### src/rtl/param_updown_counter_if.sv
// Control/status bundle for param_updown_counter.
// The master drives the step controls and the bound configuration. The slave is the counter,
// which returns the count and its status flags.
interface param_updown_counter_if #(
  parameter int WIDTH = 4
);
  logic             enable;
  logic             up_down;
  logic             load;
  logic [WIDTH-1:0] load_value;
  logic [WIDTH-1:0] limit;
  logic             sat_mode;
  logic [WIDTH-1:0] count;
  logic             at_max;
  logic             at_min;
  logic             wrap;

  modport master (
    output enable, up_down, load, load_value, limit, sat_mode,
    input  count, at_max, at_min, wrap
  );

  modport slave (
    input  enable, up_down, load, load_value, limit, sat_mode,
    output count, at_max, at_min, wrap
  );
endinterface

### src/rtl/param_updown_counter.sv
// Parametrised up/down counter with a runtime inclusive upper limit.
// Each edge it applies one of reset, load, enable-step or hold, in that priority order.
// At the 0 and limit bounds it either wraps or saturates.
// wrap is a registered one-cycle pulse marking an edge whose step crossed a bound.
// at_max and at_min are same-cycle decodes of the registered count.
module param_updown_counter #(
  parameter int               WIDTH       = 4,
  parameter logic [WIDTH-1:0] RESET_VALUE = '0
) (
  input  logic                 clock,
  input  logic                 reset,
  param_updown_counter_if.slave bus
);

  localparam logic [WIDTH-1:0] ONE  = WIDTH'(1);
  localparam logic [WIDTH-1:0] ZERO = '0;

  logic [WIDTH-1:0] count_p0;
  logic             wrap_p0;
  logic [WIDTH-1:0] count_nxt;
  logic             wrap_nxt;

  // Saturate a loaded value into the legal range 0..limit.
  function automatic logic [WIDTH-1:0] clamp_to_limit(
    input logic [WIDTH-1:0] value,
    input logic [WIDTH-1:0] lim
  );
    return (value > lim) ? lim : value;
  endfunction

  // Upward step. At the limit it wraps to 0 (flagging the crossing) or holds when saturating.
  function automatic logic [WIDTH:0] step_up(
    input logic [WIDTH-1:0] cur,
    input logic [WIDTH-1:0] lim,
    input logic             sat
  );
    logic [WIDTH-1:0] nxt;
    logic             crossed;
    nxt     = cur + ONE;
    crossed = 1'b0;
    if (cur == lim) begin
      nxt     = sat ? lim : ZERO;
      crossed = ~sat;
    end
    return {crossed, nxt};
  endfunction

  // Downward step. At 0 it wraps to the limit (flagging the crossing) or holds when saturating.
  function automatic logic [WIDTH:0] step_down(
    input logic [WIDTH-1:0] cur,
    input logic [WIDTH-1:0] lim,
    input logic             sat
  );
    logic [WIDTH-1:0] nxt;
    logic             crossed;
    nxt     = cur - ONE;
    crossed = 1'b0;
    if (cur == ZERO) begin
      nxt     = sat ? ZERO : lim;
      crossed = ~sat;
    end
    return {crossed, nxt};
  endfunction

  // Next-state selection: load beats enable, enable beats hold; wrap defaults low.
  // A count left above a lowered limit snaps to the limit on the next enabled step.
  always_comb begin
    count_nxt = count_p0;
    wrap_nxt  = 1'b0;
    if (bus.load) begin
      count_nxt = clamp_to_limit(bus.load_value, bus.limit);
    end else if (bus.enable) begin
      if (count_p0 > bus.limit) begin
        count_nxt = bus.limit;
      end else if (bus.up_down) begin
        {wrap_nxt, count_nxt} = step_up(count_p0, bus.limit, bus.sat_mode);
      end else begin
        {wrap_nxt, count_nxt} = step_down(count_p0, bus.limit, bus.sat_mode);
      end
    end
  end

  // ---- stage p0: registered count and wrap pulse ----
  // Count register with synchronous reset that overrides all other inputs.
  always_ff @(posedge clock) begin
    if (reset) begin
      count_p0 <= RESET_VALUE;
      wrap_p0  <= 1'b0;
    end else begin
      count_p0 <= count_nxt;
      wrap_p0  <= wrap_nxt;
    end
  end

  assign bus.count  = count_p0;
  assign bus.wrap   = wrap_p0;
  assign bus.at_max = (count_p0 == bus.limit);
  assign bus.at_min = (count_p0 == ZERO);

endmodule

### src/flat_wrapper.sv
// flat-port wrapper written by rule: the top's interface ports become plain ports
module param_updown_counter_flat 
#(
  parameter int               WIDTH       = 4,
  parameter logic [WIDTH-1:0] RESET_VALUE = '0
)
  (clock, reset, bus_enable, bus_up_down, bus_load, bus_load_value, bus_limit, bus_sat_mode, bus_count, bus_at_max, bus_at_min, bus_wrap);
  param_updown_counter_if #(.WIDTH(WIDTH)) bus_i ();
  input  logic clock;
  input  logic reset;
  input wire logic [$bits(bus_i.enable)-1:0] bus_enable;
  input wire logic [$bits(bus_i.up_down)-1:0] bus_up_down;
  input wire logic [$bits(bus_i.load)-1:0] bus_load;
  input wire logic [$bits(bus_i.load_value)-1:0] bus_load_value;
  input wire logic [$bits(bus_i.limit)-1:0] bus_limit;
  input wire logic [$bits(bus_i.sat_mode)-1:0] bus_sat_mode;
  output wire logic [$bits(bus_i.count)-1:0] bus_count;
  output wire logic [$bits(bus_i.at_max)-1:0] bus_at_max;
  output wire logic [$bits(bus_i.at_min)-1:0] bus_at_min;
  output wire logic [$bits(bus_i.wrap)-1:0] bus_wrap;
  assign bus_i.enable = bus_enable;
  assign bus_i.up_down = bus_up_down;
  assign bus_i.load = bus_load;
  assign bus_i.load_value = bus_load_value;
  assign bus_i.limit = bus_limit;
  assign bus_i.sat_mode = bus_sat_mode;
  assign bus_count = bus_i.count;
  assign bus_at_max = bus_i.at_max;
  assign bus_at_min = bus_i.at_min;
  assign bus_wrap = bus_i.wrap;
  param_updown_counter #(.WIDTH(WIDTH), .RESET_VALUE(RESET_VALUE)) u_core (.clock(clock), .reset(reset), .bus(bus_i));
endmodule
### config.mk
export PLATFORM = sky130hd
export DESIGN_NAME = param_updown_counter_flat
export DESIGN_NICKNAME = d
export VERILOG_FILES = /design/src/rtl/param_updown_counter_if.sv /design/src/rtl/param_updown_counter.sv /design/src/flat_wrapper.sv
export SDC_FILE = /design/constraint.sdc
export NUM_CORES = 1
export LEC_CHECK = 0
export BUFFER_PORTS_ARGS = -buffer_cell sky130_fd_sc_hd__buf_2
export CAP_MARGIN = 25
export CORE_MARGIN = 10
export CORE_UTILIZATION = 36
export DETAILED_ROUTE_END_ITERATION = 7
export PLACE_DENSITY = 0.62
export SLEW_MARGIN = 0
export SYNTH_ARGS = -nofsm -noshare
export SYNTH_HDL_FRONTEND = slang
export SYNTH_SLANG_ARGS = --single-unit
### constraint.sdc
create_clock -name clock -period 4.2 [get_ports clock]
set_clock_uncertainty 0.2 [all_clocks]
set_input_delay 0.21 -clock clock [delete_from_list [all_inputs] [get_ports clock]]
set_output_delay 0.21 -clock clock [all_outputs]
set_load 0.01 [all_outputs]
* Word-level counts from Yosys, hierarchy flattened
Index checks and enable logic that the tools add are counted.
** Operators by class
- Magnitude comparators :: 2
- Bitwise gates (word level) :: 2
- Equal/unequal tests :: 1
- Add/subtract/negate cells :: 2
- Mux-type cells :: 12
- Reduce and logical (&&, ||, !) cells :: 3
** Operator list (count)
- 2-to-1 mux 4 bit :: 9
- greater-than comparator 4 bit :: 2
- adder 4 x 1 -> 4 bit, second input constant :: 1
- == test 4 bit :: 1
- zero test 4 bit :: 1
- OR reduction 4 bit :: 1
- subtractor 4 x 1 -> 4 bit, second input constant :: 1
- 2-to-1 mux 1 bit :: 3
- NOT 1 bit :: 2
- nonzero test 2 bit :: 1
** Storage, ports and cells
- Input port bits :: 14
- Register bits :: 5
- Output and inout bits :: 7
- Word-level logic and storage cells :: 24

* Longest topological paths before layout
- Word-level depth :: 6
- Mapped depth :: 8
- Depth with buffers taken out :: 7

* Least setup slack after synthesis
OpenSTA, ideal clock, no wires.
- Path type :: register to register
- Start point :: register u_core.count_p0[0] (netlist: u_core.bus.count[0])
- End point :: register u_core.count_p0[2] (netlist: u_core.bus.count[2])
- Slack :: 2.214 ns
- Arrival time :: 1.699 ns
- Required time :: 3.914 ns
- Cell stages (with the launch flop) :: 9
- Cell sequence :: dfxtp_1 > inv_1 > ha_1 > and4_1 > buf_6 > nor3b_1 > a311oi_1 > mux2i_1 > a221oi_2
** On the way
- Longest elaborated chain between the ends :: 6
** RTL lines
- start: declaration :: line param_updown_counter.sv:18 : logic [WIDTH-1:0] count_p0;
- start signal: assignment :: line param_updown_counter.sv:90 : count_p0 <= count_nxt;
- == test 4 bit
- named net bus_at_max :: line flat_wrapper.sv:18 : output wire logic [$bits(bus_i.at_max)-1:0] bus_at_max;
- 2-to-1 mux 4 bit :: line param_updown_counter.sv:41 : if (cur == lim) begin
- 2-to-1 mux 4 bit :: line param_updown_counter.sv:75 : end else if (bus.up_down) begin
- 2-to-1 mux 4 bit :: line param_updown_counter.sv:73 : if (count_p0 > bus.limit) begin
- 2-to-1 mux 4 bit :: line param_updown_counter.sv:72 : end else if (bus.enable) begin
- 2-to-1 mux 4 bit :: line param_updown_counter.sv:70 : if (bus.load) begin
The timed path passes the listed nets, and every way through them passes these cells. The select of a mux whose other input is x is not followed.
A chain may end at the register's enable or synchronous reset.

* Worst setup path in the final report
- Start point :: register u_core.count_p0[3] (netlist: u_core.bus.count[3])
- End point :: register u_core.count_p0[2] (netlist: u_core.bus.count[2])
** On the way
- Longest elaborated chain between the ends :: 6
** RTL lines (line)
- == test 4 bit or zero test 4 bit (tied branches) :: param_updown_counter.sv:41, param_updown_counter.sv:58
- 2-to-1 mux 4 bit (on tied branches) :: param_updown_counter.sv:41, param_updown_counter.sv:58
- 2-to-1 mux 4 bit :: param_updown_counter.sv:75
- 2-to-1 mux 4 bit * :: param_updown_counter.sv:73
- 2-to-1 mux 4 bit * :: param_updown_counter.sv:72
- 2-to-1 mux 4 bit * :: param_updown_counter.sv:70
Mark *: on every way between the ends. The rest lies on a longest branch, timed or not. The select of a mux whose other input is x is not followed.

==> flow_summary.ini <==
[timing]
hold_violations = 0
max_freq_ghz = 0.441
tns_ns = 0
drv_slew = 0
fin_crit_ns = 2.27
fin_crit_sh_pct = 54.0
worst_slack_ns = 1.93
tightest_slew_ns = 0.370
setup_viol = 0
relSlewSlack_pct = 75.1
rsz0062_at_grt = no

[clock_network]
clkSinkCount = 5
clkSlewWorstSetupHoldPaths_ns = 0.05
clock_latency_ns = 0.26
cts-root-buf = clkbuf_4
hold_buffers = 0
htreeDepth = 1
cts_buffers = 3
cts_buffer_depth = 2
post_cts_buffers = 0
cts_tree = built
cts_resized = 0

[power_and_ir_drop]
power_uw = 253
vdd_ir_drop_max_uv = 112
pwr_density_cell_nw_per_um2 = 275
p_leak_nw = 0.418

[cells_and_area]
drive_above_1_share_pct = 28.0
n_fill_cell = 246
diodes = 0
syn_to_final_growth_pct = 14.1
mostFrequentLayoutCells = buf_2 (20), ha_1 (10), inv_1 (8), nor2_1 (7), a21oi_1 (6)
final_common_cell = buf_2
nNetsFinal = 143

[place]
place_congestion = 0.836
dp_hpwl_um = 1910
io_buffers = 20
post-place-ws_ns = 1.96

[die]
num_rows = 17
start_util_pct = 37.1
fp.dieW_um = 67.3
dieHeight_um = 67.3
dieArea_um2 = 4530
core_area_um2 = 2170
io_pins = 21

[setup_path]
rrSetupSlack_ns = 1.93
start_kind = flop
worst-path-buf-inv = 0
slowest_delay_ns = 0.44
path_cells = ha_1, and4_1, nor3b_1, a311oi_1, mux2i_1, a221oi_2
crit_path_start = u_core.bus.count[3]
critPathRequiredTime_ns = 4.17
cp_slowest_cell = and4_1
r2r_cells = 6
cp_max_fo = 9
r2r_start = u_core.bus.count[3]
crit_arrival_ns = 2.24
critPathCaptureType = flop
cpLargestDelayFamily = simple AND/OR/NAND/NOR gates
critical_path_class = reg2reg
r2r_end = u_core.bus.count[2]

[detailed_routing]
dr.first_iter.drc_count = 45
wl_um = 2330
viasPerCell = 5.86
routedWlPerCell_um = 16.0
ant_nets = 0
drc = 0
detail_route.first_pass.iterations = 4
vias = 856

[min_path]
whs_endpoint = u_core.bus.wrap
hold_class = in2reg
hp-start = bus_sat_mode
holdPathStages = 2

[yosys]
yosysTopAreaCell = ha_1
synth_cell_types = 45
post_synth_inst_count = 99
ys_async_sr_fraction_pct = 0
syn_area_um2 = 806
synth_edf_count = 0
synth_nets = 123
synth.avg_cell_area_um2 = 8.14
synth_seq_cells = 5
ys_warn_count = 0
synthFlopType = dfxtp_1
synth_area_leaders = ha_1 (16%), dfxtp_1 (12%), a21oi_1 (3.7%)
yosys.area.top_type_share_pct = 15.5
ys_seq_area_share_pct = 12.4

[grt]
grt_pass1_wl_um = 3840
track_usage_pct = 10.6
grt_pass1_vias = 833
overflow = 0
grt_max_degree = 12
antenna_found_initial = 0

[status]
status = complete, no violations

[job]
drv_cap = 0
report_power, final:
| group | internal, mW | switching, mW | total [mW] |
|---|---|---|---|
| combinational | 0.0572 | 0.0714 | 0.129 |
| clock | 0.0362 | 0.0238 | 0.0599 |
| sequential | 0.0527 | 0.0113 | 0.0640 |
| total | 0.146 | 0.106 | 0.253 |
Yosys cell counts, drive strengths merged, types with 3 or more instances:
cell	instances
inv	8
o21ai	6
dfxtp	5
buf	4
o211ai	4
a211oi	3
nand3	5
ha	10
nor3	3
nor2	7
a21oi	8
layout make-up:
cell class | instances | area, µm² | share of cell area, %
Multi-Input combinational cell | 81 | 628 | 68.3
Sequential cell | 5 | 100 | 10.9
Timing Repair Buffer | 20 | 100 | 10.9
Tap cell | 28 | 35.0 | 3.81
Inverter | 8 | 30.0 | 3.27
Clock buffer | 4 | 26.3 | 2.86
worst max path at each step:
stage / slack, ns / depth (start not counted) / endpoint
after global routing: 1.80 / 6 / u_core.bus.count[2]
after CTS: 1.94 / 6 / u_core.bus.count[2]
after detailed placement: 1.96 / 6 / u_core.bus.count[2]
after floorplan: 2.21 / 8 / u_core.bus.count[2]
after global placement: 2.06 / 6 / u_core.bus.count[2]
final: 1.93 / 6 / u_core.bus.count[2]
sequential cells by signal, indices dropped and copies added (netlist names):
signal / count
u_core.bus.wrap: 1
u_core.bus.count: 4
kinds of logic after synthesis:
group	after synthesis	synth area share [%]
AO/OA/AOI/OAI	31	28.3
adder cells (fa/ha/maj)	10	15.5
multiplexers	2	2.48
buffers and inverters	13	9.63
flip-flops	5	12.4
XOR/XNOR	2	2.17
AND/OR/NAND/NOR	36	29.5
layer usage:
metal  global-route usage (%)  up-vias  share of wire (%)
met5                        0        -                  0
met4                     5.64        0                2.1
met1                     12.7      407                 44
met3                     1.16        5                4.8
met2                     18.2       31                 49
li1                         -      413                  -
stage by stage:
stage | cells | hold slack [ns] | utilization (%) | area [µm²]
after global placement | 142 | 0.272 | 41.2 | 893
after global routing | 146 | 0.0370 | 42.4 | 920
after detailed placement | 142 | 0.261 | 41.2 | 893
final | 146 | 0.00447 | 42.4 | 920
after floorplan | 99 | 0.0867 | - | 806
after CTS | 146 | 0.00589 | 42.4 | 920
Note: power is estimated with default switching activity, not from simulation.
